==> src/rtl/stitch_fpu_scoreboard_pkg.sv <==
// rtl/stitch_fpu_scoreboard_pkg.sv - shared types and constants for the FP issue scoreboard
// Contents: NrFpRegs, RISC-V FP opcode constants, acc_addr_e, fp_field_flags_t.
package stitch_fpu_scoreboard_pkg;

    localparam int NrFpRegs = 32;

    localparam logic [6:0] OPC_MADD     = 7'b1000011;
    localparam logic [6:0] OPC_MSUB     = 7'b1000111;
    localparam logic [6:0] OPC_NMSUB    = 7'b1001011;
    localparam logic [6:0] OPC_NMADD    = 7'b1001111;
    localparam logic [6:0] OPC_OP_FP    = 7'b1010011;
    localparam logic [6:0] OPC_LOAD_FP  = 7'b0000111;
    localparam logic [6:0] OPC_STORE_FP = 7'b0100111;

    typedef enum logic [1:0] {
        ACC_FPU = 2'd0,
        ACC_LSU = 2'd1,
        ACC_DMA = 2'd2,
        ACC_IPU = 2'd3
    } acc_addr_e;

    // Which register fields of an instruction name FP registers.
    typedef struct packed {
        logic rs1_fp;
        logic rs2_fp;
        logic rs3_fp;
        logic rd_fp;
    } fp_field_flags_t;

endpackage

==> src/rtl/stitch_fpu_scoreboard_if.sv <==
// rtl/stitch_fpu_scoreboard_if.sv - offload request stream (valid/ready) with master/slave modports
// Signals: qaddr, qid, qdata_op, qdata_arga, qdata_argb, qdata_argc, qvalid (master->slave), qready (slave->master).
interface stitch_fpu_scoreboard_if #(
    parameter int AddrWidth = 1,
    parameter int DataWidth = 1
);
    import stitch_fpu_scoreboard_pkg::*;

    acc_addr_e              qaddr;
    logic [4:0]             qid;
    logic [31:0]            qdata_op;
    logic [DataWidth-1:0]   qdata_arga;
    logic [DataWidth-1:0]   qdata_argb;
    logic [AddrWidth-1:0]   qdata_argc;
    logic                   qvalid;
    logic                   qready;

    modport master (
        output qaddr, qid, qdata_op, qdata_arga, qdata_argb, qdata_argc, qvalid,
        input  qready
    );

    modport slave (
        input  qaddr, qid, qdata_op, qdata_arga, qdata_argb, qdata_argc, qvalid,
        output qready
    );

endinterface

==> src/rtl/stitch_fpu_reg_decode.sv <==
// rtl/stitch_fpu_reg_decode.sv - combinational decode of which instruction fields are FP registers
// Ports: op_i (32-bit RISC-V instruction) in, flags_o (fp_field_flags_t) out.
module stitch_fpu_reg_decode
    import stitch_fpu_scoreboard_pkg::*;
(
    input  logic [31:0]     op_i,
    output fp_field_flags_t flags_o
);

    // Only opcode and funct5 steer the decode; the register fields are used by the caller.
    logic unused_op_bits;
    assign unused_op_bits = ^op_i[26:7];

    // Conservative: unlisted OP-FP forms keep all fields FP, which can only add stalls.
    always_comb begin
        flags_o = '0;
        case (op_i[6:0])
            OPC_MADD, OPC_MSUB, OPC_NMSUB, OPC_NMADD: begin
                flags_o.rs1_fp = 1'b1;
                flags_o.rs2_fp = 1'b1;
                flags_o.rs3_fp = 1'b1;
                flags_o.rd_fp  = 1'b1;
            end
            OPC_OP_FP: begin
                flags_o.rs1_fp = 1'b1;
                flags_o.rs2_fp = 1'b1;
                flags_o.rd_fp  = 1'b1;
                case (op_i[31:27])
                    // compare, class / mv.x.w, cvt to integer: integer destination
                    5'b10100, 5'b11100, 5'b11000: flags_o.rd_fp = 1'b0;
                    // mv.w.x, cvt from integer: integer source, rs2 field unused
                    5'b11110, 5'b11010: begin
                        flags_o.rs1_fp = 1'b0;
                        flags_o.rs2_fp = 1'b0;
                    end
                    default: ;
                endcase
            end
            OPC_LOAD_FP:  flags_o.rd_fp  = 1'b1;
            OPC_STORE_FP: flags_o.rs2_fp = 1'b1;
            default: ;
        endcase
    end

endmodule

==> src/rtl/stitch_fpu_scoreboard.sv <==
// rtl/stitch_fpu_scoreboard.sv - FP register hazard scoreboard and one-deep registered issue stage
// Ports: clk_i, rst_ni (async active-low); inp (slave request stream); oup (master request stream);
//        wb_valid_i / wb_rd_i (per-port writeback clears); pending_o (scoreboard); idle_o.
// Option: STITCH_SCOREBOARD_WB_BYPASS_EN masks same-cycle writebacks out of the hazard check.
module stitch_fpu_scoreboard
    import stitch_fpu_scoreboard_pkg::*;
#(
    parameter int AddrWidth = 0,
    parameter int DataWidth = 0,
    parameter int NrWbPorts = 2
) (
    input  logic                        clk_i,
    input  logic                        rst_ni,
    stitch_fpu_scoreboard_if.slave      inp,
    stitch_fpu_scoreboard_if.master     oup,
    input  logic [NrWbPorts-1:0]        wb_valid_i,
    input  logic [NrWbPorts-1:0][4:0]   wb_rd_i,
    output logic [NrFpRegs-1:0]         pending_o,
    output logic                        idle_o
);

    // A zero width would be meaningless; fall back to one bit so the datapath stays legal.
    localparam int AW = (AddrWidth > 0) ? AddrWidth : 1;
    localparam int DW = (DataWidth > 0) ? DataWidth : 1;
    typedef logic [AW-1:0] addr_t;
    typedef logic [DW-1:0] data_t;

    fp_field_flags_t        flags;
    logic [4:0]             rs1, rs2, rs3, rd;
    logic [NrFpRegs-1:0]    pending_q, pending_eff, wb_clear_mask, set_mask;
    logic                   hazard, ready, in_hs;

    logic                   out_valid_q;
    acc_addr_e              out_addr_q;
    logic [4:0]             out_id_q;
    logic [31:0]            out_op_q;
    data_t                  out_arga_q, out_argb_q;
    addr_t                  out_argc_q;

    stitch_fpu_reg_decode i_reg_decode (
        .op_i    (inp.qdata_op),
        .flags_o (flags)
    );

    assign rd  = inp.qdata_op[11:7];
    assign rs1 = inp.qdata_op[19:15];
    assign rs2 = inp.qdata_op[24:20];
    assign rs3 = inp.qdata_op[31:27];

    always_comb begin
        wb_clear_mask = '0;
        for (int p = 0; p < NrWbPorts; p++) begin
            if (wb_valid_i[p]) wb_clear_mask[wb_rd_i[p]] = 1'b1;
        end
    end

`ifdef STITCH_SCOREBOARD_WB_BYPASS_EN
    assign pending_eff = pending_q & ~wb_clear_mask;
`else
    assign pending_eff = pending_q;
`endif

    // RAW on any FP source, WAW on an FP destination.
    assign hazard = (flags.rs1_fp & pending_eff[rs1])
                  | (flags.rs2_fp & pending_eff[rs2])
                  | (flags.rs3_fp & pending_eff[rs3])
                  | (flags.rd_fp  & pending_eff[rd]);

    assign ready     = ~hazard & (~out_valid_q | oup.qready);
    assign inp.qready = ready;
    assign in_hs     = inp.qvalid & ready;

    assign set_mask = (in_hs & flags.rd_fp) ? (NrFpRegs'(1) << rd) : '0;

    always_ff @(posedge clk_i or negedge rst_ni) begin
        if (!rst_ni) begin
            pending_q   <= '0;
            out_valid_q <= 1'b0;
            out_addr_q  <= ACC_FPU;
            out_id_q    <= '0;
            out_op_q    <= '0;
            out_arga_q  <= '0;
            out_argb_q  <= '0;
            out_argc_q  <= '0;
        end else begin
            // Clear first, then set: a set of the same register wins.
            pending_q <= (pending_q & ~wb_clear_mask) | set_mask;
            if (in_hs) begin
                out_valid_q <= 1'b1;
                out_addr_q  <= inp.qaddr;
                out_id_q    <= inp.qid;
                out_op_q    <= inp.qdata_op;
                out_arga_q  <= inp.qdata_arga;
                out_argb_q  <= inp.qdata_argb;
                out_argc_q  <= inp.qdata_argc;
            end else if (oup.qready) begin
                out_valid_q <= 1'b0;
            end
        end
    end

    assign oup.qvalid     = out_valid_q;
    assign oup.qaddr      = out_addr_q;
    assign oup.qid        = out_id_q;
    assign oup.qdata_op   = out_op_q;
    assign oup.qdata_arga = out_arga_q;
    assign oup.qdata_argb = out_argb_q;
    assign oup.qdata_argc = out_argc_q;

    assign pending_o = pending_q;
    assign idle_o    = (pending_q == '0) & ~out_valid_q;

    // A writeback to a register that is not pending points at a lost or duplicated result.
    for (genvar p = 0; p < NrWbPorts; p++) begin : g_wb_chk
        wb_to_pending: assert property (@(posedge clk_i) disable iff (!rst_ni)
            wb_valid_i[p] |-> pending_q[wb_rd_i[p]]);
    end

endmodule
==> src/flat_wrapper.sv <==
// flat-port wrapper written by rule: the top's interface ports become plain ports
module stitch_fpu_scoreboard_flat import stitch_fpu_scoreboard_pkg::*;
#(
    parameter int AddrWidth = 0,
    parameter int DataWidth = 0,
    parameter int NrWbPorts = 2
)
  (clk_i, rst_ni, wb_valid_i, wb_rd_i, pending_o, idle_o, inp_qaddr, inp_qid, inp_qdata_op, inp_qdata_arga, inp_qdata_argb, inp_qdata_argc, inp_qvalid, inp_qready, oup_qaddr, oup_qid, oup_qdata_op, oup_qdata_arga, oup_qdata_argb, oup_qdata_argc, oup_qvalid, oup_qready);
  stitch_fpu_scoreboard_if #(.AddrWidth(AddrWidth), .DataWidth(DataWidth)) inp_i ();
  stitch_fpu_scoreboard_if #(.AddrWidth(AddrWidth), .DataWidth(DataWidth)) oup_i ();
  input  logic clk_i;
  input  logic rst_ni;
  input  logic [NrWbPorts-1:0] wb_valid_i;
  input  logic [NrWbPorts-1:0][4:0] wb_rd_i;
  output logic [NrFpRegs-1:0] pending_o;
  output logic idle_o;
  input wire logic [$bits(inp_i.qaddr)-1:0] inp_qaddr;
  input wire logic [$bits(inp_i.qid)-1:0] inp_qid;
  input wire logic [$bits(inp_i.qdata_op)-1:0] inp_qdata_op;
  input wire logic [$bits(inp_i.qdata_arga)-1:0] inp_qdata_arga;
  input wire logic [$bits(inp_i.qdata_argb)-1:0] inp_qdata_argb;
  input wire logic [$bits(inp_i.qdata_argc)-1:0] inp_qdata_argc;
  input wire logic [$bits(inp_i.qvalid)-1:0] inp_qvalid;
  output wire logic [$bits(inp_i.qready)-1:0] inp_qready;
  output wire logic [$bits(oup_i.qaddr)-1:0] oup_qaddr;
  output wire logic [$bits(oup_i.qid)-1:0] oup_qid;
  output wire logic [$bits(oup_i.qdata_op)-1:0] oup_qdata_op;
  output wire logic [$bits(oup_i.qdata_arga)-1:0] oup_qdata_arga;
  output wire logic [$bits(oup_i.qdata_argb)-1:0] oup_qdata_argb;
  output wire logic [$bits(oup_i.qdata_argc)-1:0] oup_qdata_argc;
  output wire logic [$bits(oup_i.qvalid)-1:0] oup_qvalid;
  input wire logic [$bits(oup_i.qready)-1:0] oup_qready;
  assign inp_i.qaddr = inp_qaddr;
  assign inp_i.qid = inp_qid;
  assign inp_i.qdata_op = inp_qdata_op;
  assign inp_i.qdata_arga = inp_qdata_arga;
  assign inp_i.qdata_argb = inp_qdata_argb;
  assign inp_i.qdata_argc = inp_qdata_argc;
  assign inp_i.qvalid = inp_qvalid;
  assign inp_qready = inp_i.qready;
  assign oup_qaddr = oup_i.qaddr;
  assign oup_qid = oup_i.qid;
  assign oup_qdata_op = oup_i.qdata_op;
  assign oup_qdata_arga = oup_i.qdata_arga;
  assign oup_qdata_argb = oup_i.qdata_argb;
  assign oup_qdata_argc = oup_i.qdata_argc;
  assign oup_qvalid = oup_i.qvalid;
  assign oup_i.qready = oup_qready;
  stitch_fpu_scoreboard #(.AddrWidth(AddrWidth), .DataWidth(DataWidth), .NrWbPorts(NrWbPorts)) u_core (.clk_i(clk_i), .rst_ni(rst_ni), .inp(inp_i), .oup(oup_i), .wb_valid_i(wb_valid_i), .wb_rd_i(wb_rd_i), .pending_o(pending_o), .idle_o(idle_o));
endmodule
==> config.mk <==
export PLATFORM = sky130hd
export DESIGN_NAME = stitch_fpu_scoreboard_flat
export DESIGN_NICKNAME = d
export VERILOG_FILES = /design/src/rtl/stitch_fpu_scoreboard_pkg.sv /design/src/rtl/stitch_fpu_scoreboard_if.sv /design/src/rtl/stitch_fpu_reg_decode.sv /design/src/rtl/stitch_fpu_scoreboard.sv /design/src/flat_wrapper.sv
export SDC_FILE = /design/constraint.sdc
export NUM_CORES = 1
export LEC_CHECK = 0
export CAP_MARGIN = 20
export CORE_AREA = 4 4 96 117
export CTS_CLUSTER_SIZE = 25
export DETAILED_ROUTE_END_ITERATION = 16
export DIE_AREA = 0 0 100 121
export PLACE_DENSITY = 0.82
export SYNTH_ARGS = -nofsm -noshare
export SYNTH_HDL_FRONTEND = slang
export SYNTH_SLANG_ARGS = --single-unit
==> constraint.sdc <==
create_clock -name clk_i -period 3.5 [get_ports clk_i]
set_clock_uncertainty 0.05 [all_clocks]
set_input_delay 0.525 -clock clk_i [delete_from_list [all_inputs] [get_ports clk_i]]
set_output_delay 0.525 -clock clk_i [all_outputs]
set_load 0.1 [all_outputs]
==> flow_summary.ini, run 1 <==
[floorplan]
dieWidth_um = 100
io_pins = 141
floorplan.rows = 41
die_height_um = 121
dieArea_um2 = 12100
core_area_um2 = 10200
initial_utilization_pct = 46.6

[grt]
global_route_wire_length_before_repair_um = 24200
grt_pass1_vias = 4572
globalRouteOverflowTotal = 0
number_of_antenna_violations_at_the_first_check_in_global_routing = 0
groute.usage.overall_pct = 25.7
grt_max_degree = 76

[run]
cap_viol_max_count = 0

[cts]
cts_max_path_buffers = 2
cts_htree_levels = 3
tritoncts_num_sinks = 75
worstSkewPairLatency_ps = 340
cts-hold-fix-buffers = 0
cts.reportedPaths.clkPinSlew_ps = 60
tritoncts.num_buffers = 9
cts.root.buffer_cell = clkbuf_16
cts_tree = yes

[logic_synthesis]
synth-seq-cells = 75
synth-edff-count = 0
count_of_unique_library_cells_instantiated_by_yosys = 47
synth_seq_area_share_pct = 39.4
top_ff_cell_synth = dfrtp_1
post_synth_inst_count = 422
synth_largest_type_area_fraction_pct = 39.4
synth_top_cell_by_area = dfrtp_1
synthesis.yosys.warnings = 0
syn_avg_cell_area_um2 = 11.3
synthesis.area_um2 = 4760
netlist_top_cells_area = dfrtp_1 39%, mux4_2 14%, mux2_2 11%, a22oi_1 5.0%, o41ai_1 4.0%
ys_async_sr_fraction_pct = 100

[timing]
maxClockFrequency_ghz = 0.294
timing.slew.headroom_pct = 32.6
period_share_pct = 97.1
worst_pin_slew_ps = 1010
setup_ws_ps = 102
period_needed_ps = 3400
final_setup_fails = 0
final_hold_viol_count = 0
rsz0062_at_grt = false
report.final.slew_viol_count = 0

[power]
static-leakage-power_nw = 2.72
internal-power_mw = 1.88
pwr-share-clk_pct = 28.3
power.net_switching_mw = 1.30
worst_vdd_drop_uv = 194
combinationalPowerShare_pct = 40.0
power.share.switching_pct = 40.8
powerDensity_nw_per_um2 = 474
seqPwrFrac_pct = 31.7

[layout]
layout_commonest_cell = clkdlybuf4s50_1
areaGrowthSynthToFinish_pct = 41.3
layout-drive-gt1-share_pct = 27.8
finalNetCount = 625
mostFrequentLayoutCells = 109 x clkdlybuf4s50_1, 75 x dfrtp_1, 46 x nand2_1, 46 x buf_4, 45 x mux2_2
antenna_cells = 0
finish.instance_area_um2 = 6730
filler_free_cell_count_of_the_finished_design = 697

[detailed_routing]
drt-wirelength-per-cell_um = 21.9
route.detailed.vias_per_inst = 6.31
drt_first_pass_iters = 5
detail_route.iter0.violations = 366
number_of_nets_with_antenna_violations_after_detailed_routing = 0
drt_wl_total_um = 15300
drc = 0
routed-via-count = 4399

[critical_path]
crit_slowest_cell = mux4_2
critical_path.endpoint_type = output port
ff2ff_setup_slack_ps = 270
setup.worst_path.class = primary input to output port
reg2reg_from = u_core.pending_o[15]
critical_path_arrival_ps = 2820
delay_heaviest_family_cp = multiplexers
timing.critical_path.cells = clkdlybuf4s50_1 > buf_4 > mux4_2 > mux4_2 > nand3_1 > o41a_1 > and4_2 > buf_12
cp-start-kind = primary input
cp_max_fo = 7
cp.required_ps = 2920
worst_path_buf_inv = 3
critical_path.max_stage_delay_ps = 500
timing.critical_path.mode_cell = mux4_2
critical_path.startpoint = inp_qdata_op[17]

[placed_design]
dp_worst_setup_slack_ps = -92.6
post_dp_cell_area_um2 = 6250
gpl.final_weighted_congestion = 0.923
post-place-cells = 673
io_buffer_count = 134
hpwl_um = 11200

[status]
outcome = complete, no violations

[min_path]
hold_path.class = primary input to async pin
cells by family (layout without fill, tap and decap cells):
| logic type | count (synthesis) | count (layout) | synth area share (%) |
|---|---|---|---|
| DFF | 75 | 75 | 39.4 |
| other | 1 | 3 | 0.0787 |
| and+or+nand+nor | 135 | 135 | 15.4 |
| buffers and inverters | 42 | 186 | 4.94 |
| muxes | 86 | 86 | 26.9 |
| AOI/OAI and AO/OA | 83 | 83 | 13.3 |
synthesized netlist by cell type, types with 2 or more instances:
cell	n
nor3_1	4
and3_1	5
buf_4	8
o41ai_1	22
and4_1	2
buf_6	5
and2_1	3
clkbuf_1	18
buf_2	7
nand3b_1	4
nor4_1	8
mux2_2	46
or3_1	6
or4_1	8
dfrtp_1	75
nand2_1	46
buf_1	2
nand2b_1	5
o21ai_0	15
nor2b_1	5
and3b_1	4
mux2i_1	11
mux4_2	29
a311oi_1	2
nand3_1	6
nor2_1	14
a32oi_1	2
a22oi_1	32
nor3b_1	9
nand4_1	2
metrics by stage:
step / setup TNS (ps) / power, mW / hold WS [ps] / util (%)
after global placement: -28.5 / 2.26 / 436 / 61.2
after detailed placement: -484 / 2.28 / 442 / 61.2
final: 0 / 3.19 / 287 / 65.9
after global routing: 0 / 3.29 / 381 / 65.9
after CTS: 0 / 3.19 / 319 / 64.8
after floorplan: 0 / 1.93 / 179 / -
metal layers:
metal	wire length, um	GRT usage (%)	vias to the layer above
met5	0	0	-
met4	365	10.3	0
met3	1400	5.69	37
met2	7730	43.4	286
met1	5790	31.8	2129
li1	-	-	1947
registers in the layout, summed over array words and instances (netlist names):
name	count
u_core.oup.qaddr	2
u_core.oup.qdata_op	32
u_core.oup.qid	5
u_core.oup.qvalid	1
u_core.out_arga_q	1
u_core.out_argb_q	1
u_core.out_argc_q	1
u_core.pending_o	32
worst paths after layout:
kind,to,cells after the start
setup / recovery,inp_qready,8
hold reg to reg,u_core.oup.qdata_op[1],1
max in group asynchronous,u_core.oup.qdata_op[20],1
setup reg to reg,u_core.pending_o[5],13
min in group clk_i,u_core.oup.qdata_op[1],1
hold / removal,u_core.oup.qdata_op[5],1
repair_timing:
action,4_1_cts,5_1_grt
gates resized for setup,6,16
setup buffers,7,1
gates cloned,0,1
setup endpoints to repair,1,62
pin swaps,4,4
worst reg2reg max path: stages, from the launching register on:
cell	delay [ps]
dfrtp_1	500
mux4_2	510
mux2_4	260
nand2_1	60
nand4b_1	90
a222oi_1	410
buf_4	190
buf_4	100
buf_4	100
buf_4	100
buf_4	100
nand2_2	80
buf_12	190
o41ai_1	380
cell type report:
type,instances,area (um^2)
fillers,769,3480
well taps,129,161
repair buffers,170,1650
inverters,1,3.75
multi-input cells,307,2740
clock inverters,5,53.8
flip-flops and latches,75,1880
clock buffers,10,239
power by group through the flow:
stage / clock [mW] / sequential [mW] / combinational, mW
floorplan: 0 / 1.59 / 0.336
detailed placement: 0 / 1.02 / 1.25
global placement: 0 / 1.02 / 1.24
finish: 0.901 / 1.01 / 1.27
global route: 0.948 / 1.02 / 1.32
CTS: 0.917 / 1.01 / 1.26
(Power assumes the default switching activity.)
==> inputs of run 2 (changes only) <==
Settings changed: GPL_TIMING_DRIVEN set to 0.
==> flow_summary.ini, run 2 (synthesis results as in run 1) <==
[status]
outcome = complete, no violations

[grt]
grt_pass1_vias = 4627
grt_max_degree = 76
groute.usage.overall_pct = 26.0
globalRouteOverflowTotal = 0
global_route_wire_length_before_repair_um = 24500
number_of_antenna_violations_at_the_first_check_in_global_routing = 0

[floorplan]
floorplan.rows = 41
core_area_um2 = 10200
dieArea_um2 = 12100
initial_utilization_pct = 46.6
dieWidth_um = 100
io_pins = 141
die_height_um = 121

[cts]
worstSkewPairLatency_ps = 340
cts_tree = yes
cts_max_path_buffers = 2
cts-hold-fix-buffers = 0
tritoncts_num_sinks = 75
cts.root.buffer_cell = clkbuf_16
cts_htree_levels = 3
tritoncts.num_buffers = 9
cts.reportedPaths.clkPinSlew_ps = 50

[critical_path]
crit_slowest_cell = clkdlybuf4s50_1
critical_path.max_stage_delay_ps = 530
worstReg2RegEnd = u_core.oup.qid[2]
setup.worst_path.class = primary input to output port
worst_path_buf_inv = 3
cp.required_ps = 2920
cell_depth_of_the_worst_flop_to_flop_path = 10
cp-start-kind = primary input
ff2ff_setup_slack_ps = 590
reg2reg_from = u_core.pending_o[15]
critical_path_arrival_ps = 2810
delay_heaviest_family_cp = buffers and inverters
timing.critical_path.mode_cell = mux4_2
timing.critical_path.cells = clkdlybuf4s50_1 > buf_2 > mux4_2 > mux4_2 > nand3_1 > o41a_1 > and4_2 > buf_12
critical_path.endpoint_type = output port
cp_max_fo = 10

[detailed_routing]
drt_wl_total_um = 15300
routed-via-count = 4367
drt_first_pass_iters = 5
drt-wirelength-per-cell_um = 22.1
number_of_nets_with_antenna_violations_after_detailed_routing = 0
drc = 0
route.detailed.vias_per_inst = 6.30
detail_route.iter0.violations = 379

[power]
totalPowerFinal_mw = 3.18
internal-power_mw = 1.89
combinationalPowerShare_pct = 39.4
seqPwrFrac_pct = 31.7
powerDensity_nw_per_um2 = 489
pwr-share-clk_pct = 28.9
worst_vdd_drop_uv = 256
static-leakage-power_nw = 2.51
power.share.switching_pct = 40.7
power.net_switching_mw = 1.29

[run]
cap_viol_max_count = 0

[layout]
layout.filler_cells = 820
areaGrowthSynthToFinish_pct = 36.5
multi_input_area_um2 = 2670
regArea_um2 = 1880
layout_commonest_cell = clkdlybuf4s50_1
layout-drive-gt1-share_pct = 21.3
finalNetCount = 621
mostFrequentLayoutCells = 118 x clkdlybuf4s50_1, 75 x dfrtp_1, 46 x mux2_2, 46 x nand2_1, 32 x a22oi_1
antenna_cells = 0

[timing]
rsz0062_at_grt = false
period_share_pct = 96.8
timing.slew.headroom_pct = 21.5
report.final.slew_viol_count = 0
worst_pin_slew_ps = 1170
maxClockFrequency_ghz = 0.295
setup_ws_ps = 111
final_setup_fails = 0
period_needed_ps = 3390
accumulated_negative_setup_slack_ps = 0
final_hold_viol_count = 0

[min_path]
hold_path.class = primary input to async pin

[placed_design]
dp_worst_setup_slack_ps = -1330
gpl.final_weighted_congestion = 0.970
io_buffer_count = 124
hpwl_um = 11700
-- run 2: cell types whose count changed in the layout (fill, tap and decap cells not counted), sizes merged --
cell / delta
dlymetal6s2s: -2
dlygate4sd2: -2
clkinv: -3
clkbuf: +22
buf: -28
clkdlybuf4s50: +9
-- run 2: layer usage --
metal | part of all wire (%) | GRT usage (%)
met3 | 9.5 | 5.69
met2 | 51 | 44.7
met4 | 2.9 | 11.5
met1 | 37 | 31.3
met5 | 0 | 0
-- run 2: metrics by stage --
step | hold WS, ps | instance area (um^2) | instances | utilization (%)
6_report | 283 | 6500 | 693 | 63.7
5_1_grt | 378 | 6500 | 693 | 63.7
4_1_cts | 317 | 6500 | 693 | 63.6
3_5_place_dp | 441 | 6180 | 677 | 60.5
3_3_place_gp | 436 | 6180 | 677 | 60.5
2_1_floorplan | 179 | 4780 | 424 | -
-- run 2: cell type report --
| type | instances | area share, % |
|---|---|---|
| well taps | 129 | 2.48 |
| inverters | 1 | 0.0577 |
| flip-flops and latches | 75 | 28.9 |
| clock buffers | 13 | 4.00 |
| repair buffers | 125 | 19.2 |
| plain buffers | 41 | 3.77 |
| clock inverters | 2 | 0.539 |
| multi-input cells | 307 | 41.0 |
-- run 2: worst max-delay path by stage --
stage | startpoint | endpoint | slack [ps] | cells after the start
4_1_cts | inp_qdata_op[27] | inp_qready | 30 | 10
6_report | inp_qdata_op[18] | inp_qready | 110 | 8
3_5_place_dp | inp_qdata_op[28] | inp_qready | -1330 | 8
2_1_floorplan | u_core.pending_o[15] | inp_qready | 120 | 6
5_1_grt | inp_qdata_op[18] | inp_qready | 7 | 8
3_3_place_gp | inp_qdata_op[27] | inp_qready | -1230 | 9
-- run 2: what timing repair did --
item                       CTS  global route
setup endpoints to repair   14            28
gates resized for setup     16            10
buffers inserted             1             0
pin swaps                    1             1
-- run 2: power by group through the flow --
| stage | logic, mW | clock network, mW | registers [mW] |
|---|---|---|---|
| after detailed placement | 1.25 | 0 | 1.02 |
| after global placement | 1.23 | 0 | 1.02 |
| after global routing | 1.30 | 0.965 | 1.02 |
| final | 1.25 | 0.920 | 1.01 |
| after floorplan | 0.336 | 0 | 1.59 |
| after CTS | 1.26 | 0.930 | 1.01 |
